## src/rtl/memory_store_buffer_pkg.sv

```systemverilog
// rtl/memory_store_buffer_pkg.sv - shared constants and entry type for the store buffer
//
// Contents:
//   STORE_BUFFER_XLEN  - default data/address width
//   STORE_BUFFER_DEPTH - default entry count (power of two, >= 2)
//   storeBufferEntry_  - {valid, address, data, byteEnable} at the default width
//   store_buffer_index_width - index width for a given depth
package memory_store_buffer_pkg;

    localparam int STORE_BUFFER_XLEN  = 32;
    localparam int STORE_BUFFER_DEPTH = 4;

    typedef struct packed {
        logic                             valid;
        logic [STORE_BUFFER_XLEN-1:0]     address;
        logic [STORE_BUFFER_XLEN-1:0]     data;
        logic [STORE_BUFFER_XLEN/8-1:0]   byteEnable;
    } storeBufferEntry_;

    function automatic int store_buffer_index_width(input int depth);
        return $clog2(depth);
    endfunction

endpackage

```

## src/rtl/memory_store_buffer_match.sv

```systemverilog
// rtl/memory_store_buffer_match.sv - combinational load-versus-buffered-store compare
//
// Build option: STORE_FORWARD_EN enables youngest-covering-entry selection.
// Ports:
//   entryValid/entryAddress/entryByteEnable - per-entry buffer state
//   headIndex       - index of the oldest entry; scanning starts here
//   loadAddress     - load byte address
//   loadByteEnable  - lane-shifted load byte enables
//   match           - per-entry hit: valid, same word, overlapping lanes
//   forwardHit      - youngest hit covers every load lane (0 without the option)
//   forwardIndex    - index of that youngest hit (0 without the option)
import memory_store_buffer_pkg::*;

module store_buffer_match #(
    parameter int XLEN  = STORE_BUFFER_XLEN,
    parameter int DEPTH = STORE_BUFFER_DEPTH
) (
    input  logic [DEPTH-1:0]                 entryValid,
    input  logic [DEPTH-1:0][XLEN-1:0]       entryAddress,
    input  logic [DEPTH-1:0][XLEN/8-1:0]     entryByteEnable,
    input  logic [$clog2(DEPTH)-1:0]         headIndex,
    input  logic [XLEN-1:0]                  loadAddress,
    input  logic [XLEN/8-1:0]                loadByteEnable,
    output logic [DEPTH-1:0]                 match,
    output logic                             forwardHit,
    output logic [$clog2(DEPTH)-1:0]         forwardIndex
);

    localparam int IW = store_buffer_index_width(DEPTH);
    localparam int OW = $clog2(XLEN/8);

    // Byte offset bits never take part in the compare; lanes are handled by the enables.
    logic unused_offsets;
    always_comb begin
        unused_offsets = ^loadAddress[OW-1:0];
        for (int i = 0; i < DEPTH; i++) begin
            unused_offsets = unused_offsets ^ (^entryAddress[i][OW-1:0]);
        end
    end

    always_comb begin
        match = '0;
        for (int i = 0; i < DEPTH; i++) begin
            match[i] = entryValid[i]
                    && (entryAddress[i][XLEN-1:OW] == loadAddress[XLEN-1:OW])
                    && (|(entryByteEnable[i] & loadByteEnable));
        end
    end

`ifdef STORE_FORWARD_EN
    logic [IW-1:0] scanIndex;
    logic [IW-1:0] youngestIndex;
    logic          youngestFound;

    // Walk from oldest to youngest so the last hit seen is the youngest.
    // Only the youngest can forward: if it misses a load lane, an older
    // entry (or memory) would have to supply that lane, so the load stalls.
    always_comb begin
        scanIndex     = '0;
        youngestIndex = '0;
        youngestFound = 1'b0;
        for (int k = 0; k < DEPTH; k++) begin
            scanIndex = headIndex + IW'(k);
            if (match[scanIndex]) begin
                youngestFound = 1'b1;
                youngestIndex = scanIndex;
            end
        end
        forwardHit   = youngestFound
                    && ((entryByteEnable[youngestIndex] & loadByteEnable) == loadByteEnable);
        forwardIndex = youngestIndex;
    end
`else
    logic unused_head;
    assign unused_head  = ^headIndex;
    assign forwardHit   = 1'b0;
    assign forwardIndex = '0;
`endif

endmodule

```

## src/rtl/memory_store_buffer.sv

```systemverilog
// rtl/memory_store_buffer.sv - in-order store buffer with load hazard check
//
// Build option: STORE_FORWARD_EN enables store-to-load forwarding.
// Ports:
//   clock, reset                  - clock; synchronous active-high reset
//   enqValid/enqReady             - store enqueue handshake (enqReady = !full)
//   enqAddress/enqData/enqByteEnable - store being enqueued
//   storeValid/storeAddress/storeData/storeByteEnable - head entry offered to memory
//   storeComplete                 - memory accepted the head this cycle
//   loadCheckValid/loadCheckAddress/loadCheckByteEnable - load to check
//   loadHazard                    - load must stall
//   loadForwardValid/loadForwardData - forwarded word (0 without the option)
//   bufferEmpty                   - no entries held
import memory_store_buffer_pkg::*;

module memory_store_buffer #(
    parameter int XLEN  = STORE_BUFFER_XLEN,
    parameter int DEPTH = STORE_BUFFER_DEPTH
) (
    input  logic                clock,
    input  logic                reset,
    input  logic                enqValid,
    output logic                enqReady,
    input  logic [XLEN-1:0]     enqAddress,
    input  logic [XLEN-1:0]     enqData,
    input  logic [XLEN/8-1:0]   enqByteEnable,
    output logic                storeValid,
    output logic [XLEN-1:0]     storeAddress,
    output logic [XLEN-1:0]     storeData,
    output logic [XLEN/8-1:0]   storeByteEnable,
    input  logic                storeComplete,
    input  logic                loadCheckValid,
    input  logic [XLEN-1:0]     loadCheckAddress,
    input  logic [XLEN/8-1:0]   loadCheckByteEnable,
    output logic                loadHazard,
    output logic                loadForwardValid,
    output logic [XLEN-1:0]     loadForwardData,
    output logic                bufferEmpty
);

    localparam int IW = store_buffer_index_width(DEPTH);
    localparam int BW = XLEN / 8;

    logic [DEPTH-1:0]             entryValid;
    logic [DEPTH-1:0][XLEN-1:0]   entryAddress;
    logic [DEPTH-1:0][XLEN-1:0]   entryData;
    logic [DEPTH-1:0][BW-1:0]     entryByteEnable;

    // The extra top bit on the pointers is the wrap flag; indices are the low bits.
    logic [IW:0]   headPointer;
    logic [IW:0]   tailPointer;
    logic [IW:0]   count;
    logic [IW-1:0] headIndex;
    logic [IW-1:0] tailIndex;

    logic full;
    logic empty;
    logic enqFire;
    logic popFire;

    assign headIndex = headPointer[IW-1:0];
    assign tailIndex = tailPointer[IW-1:0];
    assign full      = (count == (IW+1)'(DEPTH));
    assign empty     = (count == '0);

    // No bypass when full: a pop in the same cycle does not open a slot until the next cycle.
    assign enqReady  = !full;
    assign enqFire   = enqValid && enqReady;
    assign popFire   = storeComplete && !empty;

    always_ff @(posedge clock) begin
        if (reset) begin
            headPointer <= '0;
            tailPointer <= '0;
            count       <= '0;
            entryValid  <= '0;
        end else begin
            if (enqFire) begin
                entryValid[tailIndex]      <= 1'b1;
                entryAddress[tailIndex]    <= enqAddress;
                entryData[tailIndex]       <= enqData;
                entryByteEnable[tailIndex] <= enqByteEnable;
                tailPointer                <= tailPointer + 1'b1;
            end
            // A pop never targets the slot being written: that needs full, which blocks enqueue.
            if (popFire) begin
                entryValid[headIndex] <= 1'b0;
                headPointer           <= headPointer + 1'b1;
            end
            case ({enqFire, popFire})
                2'b10:   count <= count + 1'b1;
                2'b01:   count <= count - 1'b1;
                default: count <= count;
            endcase
        end
    end

    assign storeValid      = !empty;
    assign storeAddress    = entryAddress[headIndex];
    assign storeData       = entryData[headIndex];
    assign storeByteEnable = entryByteEnable[headIndex];
    assign bufferEmpty     = empty;

    logic [DEPTH-1:0] match;
    logic             forwardHit;
    logic [IW-1:0]    forwardIndex;

    store_buffer_match #(
        .XLEN  (XLEN),
        .DEPTH (DEPTH)
    ) u_match (
        .entryValid      (entryValid),
        .entryAddress    (entryAddress),
        .entryByteEnable (entryByteEnable),
        .headIndex       (headIndex),
        .loadAddress     (loadCheckAddress),
        .loadByteEnable  (loadCheckByteEnable),
        .match           (match),
        .forwardHit      (forwardHit),
        .forwardIndex    (forwardIndex)
    );

    // A store enqueued this cycle is not yet in entryValid, so it is invisible
    // to a same-cycle load; a popping head is still valid, so it still hazards.
`ifdef STORE_FORWARD_EN
    assign loadForwardValid = loadCheckValid && forwardHit;
    assign loadForwardData  = loadForwardValid ? entryData[forwardIndex] : '0;
    assign loadHazard       = loadCheckValid && (|match) && !forwardHit;
`else
    logic unused_forward;
    assign unused_forward   = forwardHit ^ (^forwardIndex);
    assign loadForwardValid = 1'b0;
    assign loadForwardData  = '0;
    assign loadHazard       = loadCheckValid && (|match);
`endif

endmodule

```

## config.mk

```make
export PLATFORM = sky130hd
export DESIGN_NAME = memory_store_buffer
export DESIGN_NICKNAME = d
export VERILOG_FILES = /design/src/rtl/memory_store_buffer_pkg.sv /design/src/rtl/memory_store_buffer_match.sv /design/src/rtl/memory_store_buffer.sv
export SDC_FILE = /design/constraint.sdc
export NUM_CORES = 1
export LEC_CHECK = 0
export BUFFER_PORTS_ARGS = -buffer_cell sky130_fd_sc_hd__buf_2
export CAP_MARGIN = 20
export CORE_MARGIN = 4
export CORE_UTILIZATION = 62
export CTS_BUF_LIST = sky130_fd_sc_hd__clkbuf_2
export DETAILED_ROUTE_END_ITERATION = 8
export PLACE_DENSITY_LB_ADDON = 0.08
export SETUP_SLACK_MARGIN = 0.5
export SLEW_MARGIN = 20
export SYNTH_ARGS = -nofsm -noshare
export SYNTH_HDL_FRONTEND = slang
export SYNTH_HIERARCHICAL = 1
export SYNTH_SLANG_ARGS = --single-unit
export TNS_END_PERCENT = 100
```

## constraint.sdc

```tcl
create_clock -name clock -period 11.8 [get_ports clock]
set_clock_uncertainty 0.05 [all_clocks]
set_input_delay 0.59 -clock clock [delete_from_list [all_inputs] [get_ports clock]]
set_output_delay 0.59 -clock clock [all_outputs]
set_load 0.01 [all_outputs]
```

==> impl_results.md, run 1 <==
- Part of the cycle the worst path needs: between 30 and 40%
- Worst vdd ir: ~120 uV
- Internal: 1.68 mW
- Gate count after technology mapping: ~630
- Initial Utilization: 63.9%
- Drt wl/cell: approximately 23 um
- LEAKAGE: ~5.1 nW
- Crit end category: primary output
- Mean Syn Cell Area: ~19 um^2
- Clock Pin Slew Worst Setup and Hold Paths: between 0.1 and 0.15 ns
- Number of global-route vias before repair: between 7000 and 8000
- Placed cell area: around 0.013 mm^2
- Most common cell after layout, fill and taps aside: edfxtp_1
- # fillers: around 1100
- Worst Tran Pin Value: roughly 1.1 ns
- Antenna viol nets, final: 0
- Drc violations: 0
- Clock latency on the worst-skew pair: approximately 0.78 ns
- H-tree depth: 3
- DR pass1 iterations: 5
- GP Congestion: approximately 0.88
- Initial antenna violation count: 5
- HP Class: primary input to register
- CP startpoint kind: register
- Postcts setup bufs: 0
- CP peak stage delay: about 0.84 ns
- CP Max Fanout: 47
- Chip width: roughly 150 um
- # clock sinks: ~280
- Power Density: around 170 mW/mm^2
- Slew Limit Fails: 0
- Total grt overflow: 0
- Detailed router's first-iteration violation count: roughly 470
- Final Power: 2.42 mW
- Clock share of power: 24.9%
- First-pass GRT wire length: 42500 um
- TritonCTS clock tree: done
- Critical path class: register to primary output
- Setup-failing EPs final: 0
- Global route hottest layer: met2
- Relative max-transition margin: about a quarter
- Status: completed
- Core Box Area: between 0.015 and 0.02 mm^2
- Met2 Use GR: 42.9%
- Die Ht: between 100 and 150 um
- Max Buffers Root-to-Sink: 3
- Routed wire length: 28100 um
- Rows: 50
- Syn. warnings: 6
- DP Wirelength: 17700 um
- Via density: around 5.7
- CTS Buf Count: 72
- NetSw: around 0.73 mW
- Final hold vios: 0
- Cell area after synthesis: 0.0121 mm^2
- DIE AREA: 0.0218 mm^2
- Crit path max-delay family: buffers and inverters
- RSZ-0062 raised after global routing: no
- GR Layer Usage met3: about 9%
- Most frequent cells in the layout: edfxtp_1 (272), buf_2 (178), clkbuf_2 (96)
- Vias: roughly 7100
- Sw frac: a little under a third
- GR Layer Usage met1: about a third
- IO buf count: roughly 180
- Root buf cell: clkbuf_2
- CP Data Arrival Time: 3.18 ns
- FMAX: 0.262 GHz
- Critical-path top delay cell: buf_4
- Nets: 1055
- Finished Core Util: between 70% and 80%
- Total track usage: a little over a quarter
- Seq pwr share: about half
- Fin Setup TNS: 0 ns
- I/O pins: 214
- Largest net degree at the start of global routing: 73
- WP data required: between 10 and 15 ns
- Area added between synthesis and finish: 19.1%
- CP Buf/Inv Count: 2
- Fin crit period: roughly 3.8 ns
- Fin area: roughly 0.014 mm^2
- CP cell instances: buf_4 -> mux4_2 -> buf_2
- Share of layout cells above drive strength 1: a little under two fifths
- Max Cap Viol: 0
- Combinational share of power: between 20% and 30%
worst register-to-register path, stage by stage, from the launching register on:
cell and delay (ns):
dfxtp_1 0.39, or3b_1 0.46, and2_4 0.23, inv_2 0.12
ha_1 0.20, inv_1 0.06, fa_1 0.37, xor2_1 0.17
or3_1 0.33, a21oi_1 0.18
what timing repair did:
action,4_1_cts,5_1_grt
resized for setup,0,0
endpoints found under the hold margin,272,0
hold buffers,68,0
power by group through the flow:
stage / registers (mW) / clock network [mW] / logic, mW
detailed placement: 1.25 / 0 / 0.566
global route: 1.24 / 0.681 / 0.629
global placement: 1.25 / 0 / 0.560
CTS: 1.23 / 0.620 / 0.588
finish: 1.23 / 0.603 / 0.584
floorplan: 1.21 / 0 / 0.411
flip-flops by register name (all words and copies together) (netlist names):
signal,cells
entryAddress,128
count,3
entryByteEnable,16
tailPointer,2
entryData,128
headPointer,2
entryValid,4
path summary, 6_finish.rpt:
kind | startpoint | to | slack [ns] | depth (start not counted)
worst min register to register | count[2] | count[2] | 0.50 | 2
worst min-delay path | reset | headPointer[0] | 0.12 | 2
worst max register to register | count[2] | count[2] | 9.17 | 9
worst max-delay path | headPointer[0] | storeAddress[2] | 7.98 | 3
routing by layer:
| metal | vias to the layer above | share of wire (%) |
|---|---|---|
| met5 | - | 0.12 |
| met4 | 6 | 2.2 |
| met3 | 61 | 10 |
| met2 | 410 | 51 |
| met1 | 3490 | 37 |
| li1 | 3105 | - |
cell type report:
class	count	area, um^2	area share (%)
clock buffer	96	480	3.33
multi-input combinational	319	3480	24.1
sequential	283	8400	58.2
antenna	3	7.51	0.0520
tap	260	325	2.25
inverter	9	33.8	0.234
clock inverter	19	101	0.702
timing repair buffer	251	1610	11.1
metrics by stage:
stage | std cells | setup slack (ns) | hold slack [ns]
finish | 1240 | 7.98 | 0.119
global route | 1239 | 7.62 | 0.0485
CTS | 1237 | 7.83 | 0.0447
detailed placement | 1054 | 8.73 | 0.490
global placement | 1054 | 8.70 | 0.433
floorplan | 666 | 5.21 | 0.424
No activity file was read; power rests on OpenSTA's default activity.
==> run 2: changes to the inputs <==
Settings changed: CORE_UTILIZATION 62 to 52.
Clock period 11.8 ns to 3.2 ns, I/O delays scaled along.
==> run 2 against run 1 <==
Compared with the run above: non-clock buffer count is 66 higher; critical path depth increased by 3; hold slack worse by 0.032 ns; core utilization down 8.6 points; sequential power grew to 3.6 times the previous value; combinational power grew to 4.2 times the previous value; clock power rose to 4.0 times the previous value; total power grew to 3.8 times the previous value; die area increased by 18%; sequential share of layout area down 3.5 points; first-iteration DRC count is 2.3% higher; critical path type unchanged; largest cell class unchanged; largest power group unchanged.
==> impl_results.md, run 2 (synthesis results as in run 1) <==
- Status: completed (unchanged)
- I/O pins: 214 (unchanged)
- Number of global-route vias before repair: 7837 (was 7525)
- Power Density: 602 mW/mm^2 (was 167 mW/mm^2)
- Core Box Area: 0.0228 mm^2 (was 0.0190 mm^2)
- Total track usage: 22.4% (was 26.1%)
- Most frequent cells in the layout: edfxtp_1 (272), buf_2 (178), dlygate4sd3_1 (125) (was edfxtp_1 (272), buf_2 (178), clkbuf_2 (96))
- CP Data Arrival Time: 2.70 ns (was 3.18 ns)
- Worst vdd ir: 508 uV (was 123 uV)
- Final hold vios: 0 (unchanged)
- HP Class: primary input to register (unchanged)
- CTS Buf Count: 71 (was 72)
- Finished Core Util: 67.5% (was 76.1%)
- DP Wirelength: 18700 um (was 17700 um)
- Hold-critical path depth: 2 (unchanged)
- Global route hottest layer: met2 (unchanged)
- WP data required: 2.99 ns (was 11.16 ns)
- CP peak stage delay: 0.55 ns (was 0.84 ns)
- Initial Utilization: 53.2% (was 63.9%)
- RSZ-0062 raised after global routing: yes (was no)
- LEAKAGE: 5.49 nW (was 5.08 nW)
- Routed wire length: 28900 um (was 28100 um)
- Met2 Use GR: 38.3% (was 42.9%)
- Max Buffers Root-to-Sink: 3 (unchanged)
- CP Max Fanout: 2 (was 47)
- Reg2reg path depth: 9 (unchanged)
- Area added between synthesis and finish: 26.9% (was 19.1%)
- Drt wl/cell: 21.3 um (was 22.7 um)
- RR Startpoint: count[1] (was count[2])
- CP cell instances: xnor2_1 -> nand4_1 -> or4_4 -> nor3_2 -> o41a_1 -> buf_2 (was buf_4 -> mux4_2 -> buf_2)
- Placed cell area: 0.0134 mm^2 (was 0.0132 mm^2)
- GR Layer Usage met1: 27.3% (was 33.3%)
- IO buf count: 178 (unchanged)
- Nets: 1120 (was 1055)
- Antenna viol nets, final: 0 (unchanged)
- Root buf cell: clkbuf_2 (unchanged)
- First-pass GRT wire length: 43800 um (was 42500 um)
- Fin Setup TNS: 0 ns (unchanged)
- Clock latency on the worst-skew pair: 0.81 ns (was 0.78 ns)
- Vias: 7119 (was 7072)
- Critical-path top delay cell: or4_4 (was buf_4)
- FMAX: roughly 0.34 GHz
- H-tree depth: 3 (unchanged)
- Via density: 5.25 (was 5.70)
- DIE AREA: 0.0258 mm^2 (was 0.0218 mm^2)
- GP Congestion: 0.889 (was 0.883)
- TritonCTS clock tree: done (unchanged)
- Detailed router's first-iteration violation count: 483 (was 472)
- CP startpoint kind: register (unchanged)
- Fin area: 0.0154 mm^2 (was 0.0144 mm^2)
- Reg-to-reg endpoint: count[2] (unchanged)
- Largest regs: entryAddress x128, entryData x128, entryByteEnable x16 (unchanged)
- # clock sinks: 283 (unchanged)
- Largest net degree at the start of global routing: 60 (was 73)
- DR pass1 iterations: 4 (was 5)
- Drc violations: 0 (unchanged)
- Worst Tran Pin Value: 0.497 ns (was 1.11 ns)
- Relative max-transition margin: 66.6% (was 26.0%)
- Slew Limit Fails: 0 (unchanged)
- End of the critical path: loadHazard (was storeAddress[2])
- GR Layer Usage met3: 7.11% (was 9.26%)
- Crit end category: primary output (unchanged)
- Total grt overflow: 0 (unchanged)
- Beginning of the critical path: entryAddress[113] (was headPointer[0])
- Critical path class: register to primary output (unchanged)
- Setup-failing EPs final: 0 (unchanged)
- Initial antenna violation count: 5 (unchanged)
- Fin crit period: ~2.9 ns
- Max Cap Viol: 0 (unchanged)
- Share of layout cells above drive strength 1: 37.8% (was 37.9%)
- Clock Pin Slew Worst Setup and Hold Paths: 0.09 ns (was 0.11 ns)
- Part of the cycle the worst path needs: a little over 90%
- Chip width: 161 um (was 148 um)
- Most common cell after layout, fill and taps aside: edfxtp_1 (unchanged)
- FF-to-FF setup slack: 0.71 ns (was 9.17 ns)
- Rows: 55 (was 50)
- Die Ht: 161 um (was 148 um)
==> run 2: cell types whose count changed in the layout (fill, tap and decap cells not counted), moves of 3 or more <==
cell / previous run / this run
buf_12: 0 / 5
bufinv_16: 0 / 3
dfxtp_1: 9 / 6
dfxtp_2: 0 / 3
dlygate4sd3_1: 68 / 125
nor3b_2: 4 / 0
nor3b_4: 0 / 4
nor4_1: 16 / 13
nor4_2: 0 / 3
or4_1: 4 / 1
or4_4: 0 / 3
xnor2_1: 56 / 51
xnor2_2: 1 / 6
==> run 2: per-stage QoR <==
step / power (mW) / hold WS, ns / setup WS, ns / instances
2_1_floorplan: 5.98 / 0.209 / 0.149 / 666
3_3_place_gp: 6.77 / 0.319 / 0.795 / 1114
3_5_place_dp: 6.81 / 0.325 / 0.733 / 1114
4_1_cts: 9.39 / 0.00154 / 0.200 / 1354
5_1_grt: 9.77 / 0.00408 / 0.172 / 1356
6_report: 9.26 / 0.0865 / 0.292 / 1356
==> run 2: how the worst min path moves through the flow <==
stage / from / end / slack (ns)
after CTS: enqAddress[16] / entryAddress[112] / 0.002
after global routing: enqAddress[16] / entryAddress[112] / 0.004
after global placement: enqData[26] / entryData[58] / 0.32
final: enqAddress[16] / entryAddress[112] / 0.09
after detailed placement: enqData[26] / entryData[26] / 0.33
after floorplan: enqAddress[0] / entryAddress[0] / 0.21
==> run 2: final cells by class <==
cell class | count | area, um^2
flip-flops and latches | 283 | 8400
well taps | 313 | 392
clock inverters | 17 | 156
multi-input cells | 319 | 3580
inverters | 9 | 38.8
clock buffers | 96 | 480
repair buffers | 317 | 2320
diodes | 2 | 5.00
fillers | 1601 | 7400
==> run 2: critical path, delay by kind of cell, from the launching register on <==
| kind | cells | cell delay [ns] |
|---|---|---|
| buffers and inverters | 1 | 0.16 |
| AOI/OAI and AO/OA | 1 | 0.22 |
| xor gates and xnor gates | 1 | 0.29 |
| and+or+nand+nor | 3 | 0.81 |
| DFF | 1 | 0.43 |
==> run 2: layer usage <==
metal | up-vias | part of all wire, %
met4 | 6 | 1.8
met1 | 3540 | 38
met5 | - | 0.093
li1 | 3229 | -
met3 | 40 | 8.7
met2 | 304 | 52
==> run 2: timing repair <==
item / in CTS / in global routing
gates resized for setup: 9 / 5
hold buffers: 125 / 0
hold endpoints to repair: 283 / 0
setup buffers: 2 / 0
endpoints found under the setup margin: 44 / 1
pin swaps: 7 / 5
==> run 2: power breakdown <==
group | switching, mW | internal [mW] | leakage, nW | total [mW]
Clock | 1.37 | 1.05 | 0.470 | 2.41
Combinational | 1.24 | 1.20 | 2.45 | 2.44
Sequential | 0.119 | 4.29 | 2.56 | 4.41
==> run 3: changes to the inputs <==
Settings changed: BUFFER_PORTS_ARGS -buffer_cell sky130_fd_sc_hd__buf_2 to default, CORE_UTILIZATION 52 to 60, DONT_BUFFER_PORTS from default to 1.
==> run 3 against run 2 <==
Compared with the run above: core utilization is 5.9 points higher; non-clock buffer count is 175 lower; cell count is 16% lower; hold slack worse by 0.0083 ns; clock power hardly changed; first-iteration DRC count is 21% lower; worst setup slack better by 0.14 ns; critical path depth is 1 lower; critical path type unchanged; largest power group unchanged; highest routed layer is now met4.
==> impl_results.md, run 3 (synthesis results as in run 1) <==
- Max Buffers Root-to-Sink: 3 (unchanged)
- Total grt overflow: 0 (unchanged)
- Routed wire length: 28100 um (was 28900 um)
- Final hold vios: 0 (unchanged)
- # clock sinks: 283 (unchanged)
- Fin crit period: 2.77 ns (was 2.91 ns)
- Number of global-route vias before repair: 7077 (was 7837)
- Beginning of the critical path: entryAddress[46] (was entryAddress[113])
- Largest net degree at the start of global routing: 69 (was 60)
- Clock Pin Slew Worst Setup and Hold Paths: 0.10 ns (was 0.09 ns)
- Detailed router's first-iteration violation count: 382 (was 483)
- Critical path class: register to primary output (unchanged)
- CP startpoint kind: register (unchanged)
- Status: completed (unchanged)
- Antenna viol nets, final: 0 (unchanged)
- CP Max Fanout: 2 (unchanged)
- Placed cell area: 0.0124 mm^2 (was 0.0134 mm^2)
- Share of layout cells above drive strength 1: 23.6% (was 37.8%)
- Chip width: 150 um (was 161 um)
- Crit end category: primary output (unchanged)
- RR Startpoint: count[2] (was count[1])
- Power Density: 616 mW/mm^2 (was 602 mW/mm^2)
- First-pass GRT wire length: 41900 um (was 43800 um)
- IO buf count: 0 (was 178)
- Total track usage: 25.4% (was 22.4%)
- Core Box Area: 0.0197 mm^2 (was 0.0228 mm^2)
- DR pass1 iterations: 7 (was 4)
- CP Data Arrival Time: 2.56 ns (was 2.70 ns)
- Fin Setup TNS: 0 ns (unchanged)
- Placed insts: 885 (was 1114)
- CTS Buf Count: 70 (was 71)
- Largest regs: entryAddress x128, entryData x128, entryByteEnable x16 (unchanged)
- Worst vdd ir: 444 uV (was 508 uV)
- Relative max-transition margin: 44.9% (was 66.6%)
- Root buf cell: clkbuf_2 (unchanged)
- Nets: 944 (was 1120)
- Fin area: 0.0144 mm^2 (was 0.0154 mm^2)
- Slew Limit Fails: 0 (unchanged)
- Via density: 5.82 (was 5.25)
- Pre-CTS WS: 0.678 ns (was 0.733 ns)
- Clock latency on the worst-skew pair: 0.77 ns (was 0.81 ns)
- Drc violations: 0 (unchanged)
- Part of the cycle the worst path needs: 86.6% (was 90.9%)
- Worst Tran Pin Value: 0.823 ns (was 0.497 ns)
- Final setup margin: 0.428 ns (was 0.292 ns)
- WP data required: 2.99 ns (about the same)
- Initial Utilization: 61.6% (was 53.2%)
- HP Class: primary input to register (unchanged)
- Max Cap Viol: 0 (unchanged)
- Most common cell after layout, fill and taps aside: edfxtp_1 (unchanged)
- Finished Layout Cells: 1143 (was 1356)
- FF-to-FF setup slack: 0.67 ns (was 0.71 ns)
- FMAX: 0.361 GHz (was 0.344 GHz)
- H-tree depth: 3 (unchanged)
- Drt wl/cell: 24.6 um (was 21.3 um)
- Reg2reg path depth: 9 (unchanged)
- Setup-failing EPs final: 0 (unchanged)
- Area added between synthesis and finish: 19.1% (was 26.9%)
- End of the critical path: loadHazard (unchanged)
- Finished Core Util: 73.4% (was 67.5%)
- GP Congestion: 0.867 (was 0.889)
- LEAKAGE: 4.77 nW (was 5.49 nW)
- Rows: 51 (was 55)
- DP Wirelength: 17400 um (was 18700 um)
- Die Ht: 150 um (was 161 um)
- TritonCTS clock tree: done (unchanged)
- Initial antenna violation count: 1 (was 5)
- I/O pins: 214 (unchanged)
- RSZ-0062 raised after global routing: yes (unchanged)
- Most frequent cells in the layout: edfxtp_1 (272), dlygate4sd3_1 (132), clkbuf_2 (98) (was edfxtp_1 (272), buf_2 (178), dlygate4sd3_1 (125))
- Vias: 6654 (was 7119)
- DIE AREA: 0.0225 mm^2 (was 0.0258 mm^2)
- Reg-to-reg endpoint: count[2] (unchanged)
run 3: power breakdown:
group / leakage (nW) / internal, mW / switching (mW)
Clock: 0.482 / 0.993 / 1.40
Sequential: 2.56 / 4.29 / 0.185
Combinational: 1.73 / 0.967 / 1.06
run 3: routing by layer:
metal  GRT usage, %  routed length [um]
met5              0                   0
met4           8.97                 667
met3           9.00                2970
met1           31.6               10300
met2           41.9               14200
run 3: metrics by stage:
stage / total power, mW / hold slack, ns
after global placement: 6.37 / 0.176
after detailed placement: 6.40 / 0.181
after CTS: 8.98 / 0.00121
after global routing: 9.37 / 0.0108
final: 8.89 / 0.0783
after floorplan: 5.98 / 0.209
run 3: how the worst min path moves through the flow:
stage / startpoint / to / slack (ns) / cells past startpoint
floorplan: enqAddress[0] / entryAddress[0] / 0.21 / 0
global placement: reset / count[2] / 0.18 / 1
detailed placement: reset / headPointer[1] / 0.18 / 1
CTS: enqAddress[5] / entryAddress[69] / 0.001 / 1
global route: enqAddress[15] / entryAddress[15] / 0.01 / 1
finish: enqAddress[15] / entryAddress[47] / 0.08 / 1
run 3: area by class of cell:
type | count | area (um^2)
Inverter | 9 | 38.8
Timing Repair Buffer | 142 | 1480
Clock buffer | 98 | 490
Multi-Input combinational cell | 319 | 3530
Tap cell | 265 | 332
Sequential cell | 283 | 8400
Fill cell | 1218 | 5220
Antenna cell | 1 | 2.50
Clock inverter | 26 | 161
run 3: what timing repair did:
action / CTS / global route
pin swaps: 4 / 0
endpoints found under the hold margin: 555 / 3
setup buffers: 1 / 0
hold buffers: 131 / 1
gates resized for setup: 3 / 0
setup endpoints to repair: 43 / 1
run 3: worst max-delay path, cell delays in order, from the launching register on:
cell,delay [ns]
edfxtp_1,0.43
xnor2_1,0.26
nand4_1,0.16
or4_1,0.52
nor3_2,0.13
o41a_1,0.27
